### src/rtl/tx_msg_ctrl.sv
// Streams a fixed ASCII message to a UART TX port and arbitrates core stores to that port.
// Optional feature: define TX_MSG_CTRL_FIFO_EN for a 4-entry core-byte FIFO instead of a single byte register.
module tx_msg_ctrl #(
  parameter int                   MSG_LEN   = 8,
  parameter logic [8*MSG_LEN-1:0] MSG       = 64'h3230323430303031,
  parameter logic [31:0]          UART_ADDR = 32'h30000000
) (
  input  logic        clk,
  input  logic        rst,
  input  logic        start_i,
  input  logic        mem_req_i,
  input  logic        mem_we_i,
  input  logic [31:0] mem_addr_i,
  input  logic [31:0] mem_wdata_i,
  input  logic        tx_ready_i,
  output logic        tx_valid_o,
  output logic [7:0]  tx_data_o,
  output logic        hold_o,
  output logic        busy_o,
  output logic        done_o
);

  typedef enum logic [1:0] {S_IDLE, S_MSG, S_CORE} state_t;

  localparam logic [3:0] LAST_IDX = 4'(MSG_LEN - 1);

  state_t     state, state_next;
  logic [3:0] idx, idx_next;
  logic       done_q;
  logic       core_wr;
  logic       xfer;
  logic       core_pending;
  logic [7:0] core_byte;
  logic [7:0] msg_byte;

  assign core_wr = mem_req_i & mem_we_i & (mem_addr_i == UART_ADDR);
  assign xfer    = tx_valid_o & tx_ready_i;

`ifdef TX_MSG_CTRL_FIFO_EN
  logic [7:0] fifo_mem [4];
  logic [1:0] wr_ptr, rd_ptr;
  logic [2:0] count;
  logic       full, push, pop;

  assign full         = (count == 3'd4);
  assign push         = core_wr & ~full;
  assign pop          = (state == S_CORE) & xfer;
  assign hold_o       = core_wr & full;
  assign core_pending = (count != 3'd0);
  assign core_byte    = fifo_mem[rd_ptr];

  // Full is judged before a same-cycle pop, so a freed slot is offered one cycle later.
  always_ff @(posedge clk) begin
    if (rst) begin
      wr_ptr <= '0;
      rd_ptr <= '0;
      count  <= '0;
    end else begin
      if (push) begin
        fifo_mem[wr_ptr] <= mem_wdata_i[7:0];
        wr_ptr           <= wr_ptr + 2'd1;
      end
      if (pop) rd_ptr <= rd_ptr + 2'd1;
      case ({push, pop})
        2'b10:   count <= count + 3'd1;
        2'b01:   count <= count - 3'd1;
        default: count <= count;
      endcase
    end
  end
`else
  logic [7:0] core_q;
  logic       accept;

  // A core store is only taken from IDLE, and a simultaneous start request wins.
  assign accept       = (state == S_IDLE) & ~start_i & core_wr;
  assign hold_o       = core_wr & ~accept;
  assign core_pending = core_wr;
  assign core_byte    = core_q;

  always_ff @(posedge clk) begin
    if (rst)         core_q <= 8'h00;
    else if (accept) core_q <= mem_wdata_i[7:0];
  end
`endif

  // Index 0 selects the most significant byte of MSG.
  always_comb begin
    msg_byte = 8'h00;
    for (int i = 0; i < MSG_LEN; i++) begin
      if (idx == i[3:0]) msg_byte = MSG[8*(MSG_LEN-1-i) +: 8];
    end
  end

  always_ff @(posedge clk) begin
    if (rst) begin
      state  <= S_IDLE;
      idx    <= '0;
      done_q <= 1'b0;
    end else begin
      state  <= state_next;
      idx    <= idx_next;
      done_q <= (state == S_MSG) & xfer & (idx == LAST_IDX);
    end
  end

  always_comb begin
    state_next = state;
    idx_next   = idx;
    case (state)
      S_IDLE: begin
        if (start_i) begin
          state_next = S_MSG;
          idx_next   = '0;
        end else if (core_pending) begin
          state_next = S_CORE;
        end
      end
      S_MSG: begin
        if (xfer) begin
          if (idx == LAST_IDX) begin
            state_next = S_IDLE;
            idx_next   = '0;
          end else begin
            idx_next = idx + 4'd1;
          end
        end
      end
      S_CORE: begin
        if (xfer) state_next = S_IDLE;
      end
      default: begin
        state_next = S_IDLE;
        idx_next   = '0;
      end
    endcase
  end

  always_comb begin
    tx_valid_o = 1'b0;
    tx_data_o  = 8'h00;
    case (state)
      S_MSG: begin
        tx_valid_o = 1'b1;
        tx_data_o  = msg_byte;
      end
      S_CORE: begin
        tx_valid_o = 1'b1;
        tx_data_o  = core_byte;
      end
      default: begin
        tx_valid_o = 1'b0;
        tx_data_o  = 8'h00;
      end
    endcase
  end

  assign busy_o = (state == S_MSG);
  assign done_o = done_q;

endmodule
### config.mk
export PLATFORM = sky130hd
export DESIGN_NAME = tx_msg_ctrl
export DESIGN_NICKNAME = d
export VERILOG_FILES = /design/src/rtl/tx_msg_ctrl.sv
export SDC_FILE = /design/constraint.sdc
export NUM_CORES = 1
export LEC_CHECK = 0
export BUFFER_PORTS_ARGS = -buffer_cell sky130_fd_sc_hd__buf_2
export CORE_MARGIN = 3
export CORE_UTILIZATION = 42
export CTS_BUF_LIST = sky130_fd_sc_hd__clkbuf_8
export CTS_CLUSTER_SIZE = 20
export DETAILED_ROUTE_END_ITERATION = 8
export PLACE_DENSITY = 0.89
export SLEW_MARGIN = 20
export SYNTH_ARGS = -nofsm -noshare
export SYNTH_HDL_FRONTEND = slang
export SYNTH_SLANG_ARGS = --single-unit
### constraint.sdc
create_clock -name clk -period 2.95 [get_ports clk]
set_input_delay 0.295 -clock clk [delete_from_list [all_inputs] [get_ports clk]]
set_output_delay 0.295 -clock clk [all_outputs]
set_load 0.005 [all_outputs]
==> impl_metrics.ini <==
[final_layout]
final_util = 0.606
area_growth_pct = 35.5
num-nets-final = 257
layout_commonest_cell = buf_2
drive_gt1_frac = 0.374
n_antenna_cell = 0
mostFrequentLayoutCells = 57 x buf_2, 26 x nand2_1, 15 x dfxtp_1

[synth]
synth-edff-count = 0
yosysSeqAreaShare = 0.298
synthCells = 121
syn-cell-area_um2 = 1010
ys_dominant_reg_cell = dfxtp_1
synth_seq_cells = 15
yosysWarningCount = 0
syn_avg_cell_area_um2 = 8.33
synthArstFlopShare = 0
synth_fp_nets = 198
synth_cell_types = 32

[global_routing]
antenna_found_initial = 0
track_usage = 0.188
grt_pass1_wl_um = 4170
grt_overflow_total = 0
grt_start_max_net_pins = 21
grt_pass1_vias = 1013

[placement]
port_buffers = 57
gp_congestion = 0.858
hpwl_um = 2120

[pwr]
power_w = 0.000632
seqPwrFrac = 0.353
combPwrFrac = 0.370
intPower_w = 0.000414
p_per_area_nw_per_um2 = 463
p_clk_frac = 0.277
p_sw_frac = 0.345
switching_power_w = 0.000218
cellLeakagePower_nw = 0.617
ir_drop_mv = 0.547

[floorplan]
die_w_um = 55
ios = 82
die_height_um = 55
core_area_um2 = 2250
std_cell_rows = 17
die_area_um2 = 3030
initial_core_util = 0.447

[cts]
worstSkewPairLatency_ns = 0.25
cts_resized = 0
cts_root_buf = clkbuf_8
cts.sinks = 15
cts_hold_buf = 0
clkTransAtPathRegs_ns = 0.06
cts-htree-levels = 1
postCtsSetupRepairBufs = 0
cts_tree = yes
clk_path_buf_depth = 2
cts_made_buffers = 3

[setup_path]
worst_setup_path_start_kind = flip-flop
required_ns = 2.65
arrival_ns = 1.85
max_stage_delay_ns = 0.33
cp_top_family = compound AO/OA/AOI/OAI gates
crit_fanout = 9
path_cells = inv_1, ha_1, nor2b_1, o41ai_1, a21boi_0, buf_2
cpMaxStageDelayCell = dfxtp_1
worst-path-buf-inv = 2
worst-setup-path-type = reg -> out
worst_setup_path_end_kind = primary output

[min_path]
hp-class = in -> reg

[flow_run]
maxCapViolations = 0

[timing]
fin_crit_sh = 0.726
max_freq_mhz = 467
slew_headroom = 0.510
worstMarginPinSlew_ns = 0.729
finalCriticalPeriod_ns = 2.14
setup_violations = 0
slew_viol_final = 0
hold_viol = 0
hold_ws_ns = 0.278
skew_ns = 0.000802
setup_tns_ns = 0
rsz0062_at_grt = no

[routing]
wire_per_inst_um = 12.9
vias = 1102
ant_nets = 0
firstDrtPassIters = 4
vias_per_cell = 5.32
drc = 0
drt_wl_total_um = 2670
drtIter0Drc = 20

[run_status]
status = finished, final reports clean
## state kept, by name, summed over array words and instances (netlist names)
register	cells
core_byte	8
idx	4
state	2
done_o	1
## power groups by stage
stage | sequential (W) | combinational [W] | clock [W]
finish | 0.000223 | 0.000234 | 0.000175
global route | 0.000224 | 0.000260 | 0.000184
CTS | 0.000223 | 0.000233 | 0.000177
detailed placement | 0.000228 | 0.000230 | 0
global placement | 0.000225 | 0.000218 | 0
floorplan | 0.000224 | 0.000148 | 0
## area by class of cell
class / count / area (µm²)
multi-input combinational: 98 / 678
clock buffer: 3 / 41.3
sequential: 15 / 300
inverter: 5 / 18.8
fill: 214 / 888
timing repair buffer: 57 / 285
tap: 28 / 35.0
clock inverter: 1 / 7.51
## worst reg2reg max path: cells and delay by family (launching register included)
family	cells	cell delay, ns
AOI/OAI and AO/OA	1	0.16
adders and majority gates	1	0.24
buffers and inverters	1	0.09
DFF	1	0.37
and+or+nand+nor	3	1.11
## kinds of logic (layout without fill, tap and decap cells)
logic type / count (synthesis) / in the layout / share of synthesized area
adders and majority gates: 7 / 7 / 0.0868
buffers and inverters: 8 / 66 / 0.0298
and+or+nand+nor: 66 / 66 / 0.386
DFF: 15 / 15 / 0.298
AOI/OAI and AO/OA: 16 / 16 / 0.110
muxes: 9 / 9 / 0.0893
## worst paths after layout
path             startpoint            to  slack (ns)  cells after the start
max                state[1]  tx_data_o[5]        0.81                      6
min          mem_wdata_i[2]  core_byte[2]        0.28                      3
max reg2reg        state[0]        idx[3]        0.90                      6
min reg2reg    core_byte[3]  core_byte[3]        0.46                      2
## cell usage after synthesis, types with 2 or more instances
library cell	count	area share
a21boi_0	4	0.030
o21ai_0	2	0.0099
mux2i_1	9	0.089
ha_1	7	0.087
or3_1	2	0.012
inv_1	5	0.019
and3_1	5	0.031
clkbuf_1	2	0.0074
nor4_4	2	0.042
nor2b_1	7	0.043
nand2_1	26	0.097
nor4_2	2	0.025
dfxtp_1	15	0.30
nor4_1	4	0.025
a21oi_1	4	0.020
nand3_1	6	0.030
nor3_1	2	0.0099
nor2_1	3	0.011
## stage by stage
| step | instance area, µm² | setup slack, ns | cells |
|---|---|---|---|
| finish | 1370 | 0.807 | 207 |
| global route | 1370 | 0.669 | 207 |
| CTS | 1370 | 0.830 | 207 |
| global placement | 1320 | 1.05 | 203 |
| floorplan | 1010 | 1.12 | 121 |
| detailed placement | 1320 | 0.914 | 203 |
## routing by layer
layer / routed length, µm / vias to the layer above / GRT usage
li1: - / 550 / -
met1: 1020 / 511 / 0.205
met5: 0 / - / 0
met4: 25 / 0 / 0.0729
met2: 1430 / 36 / 0.321
met3: 197 / 5 / 0.0804
Power figures use the tool's default switching activity.
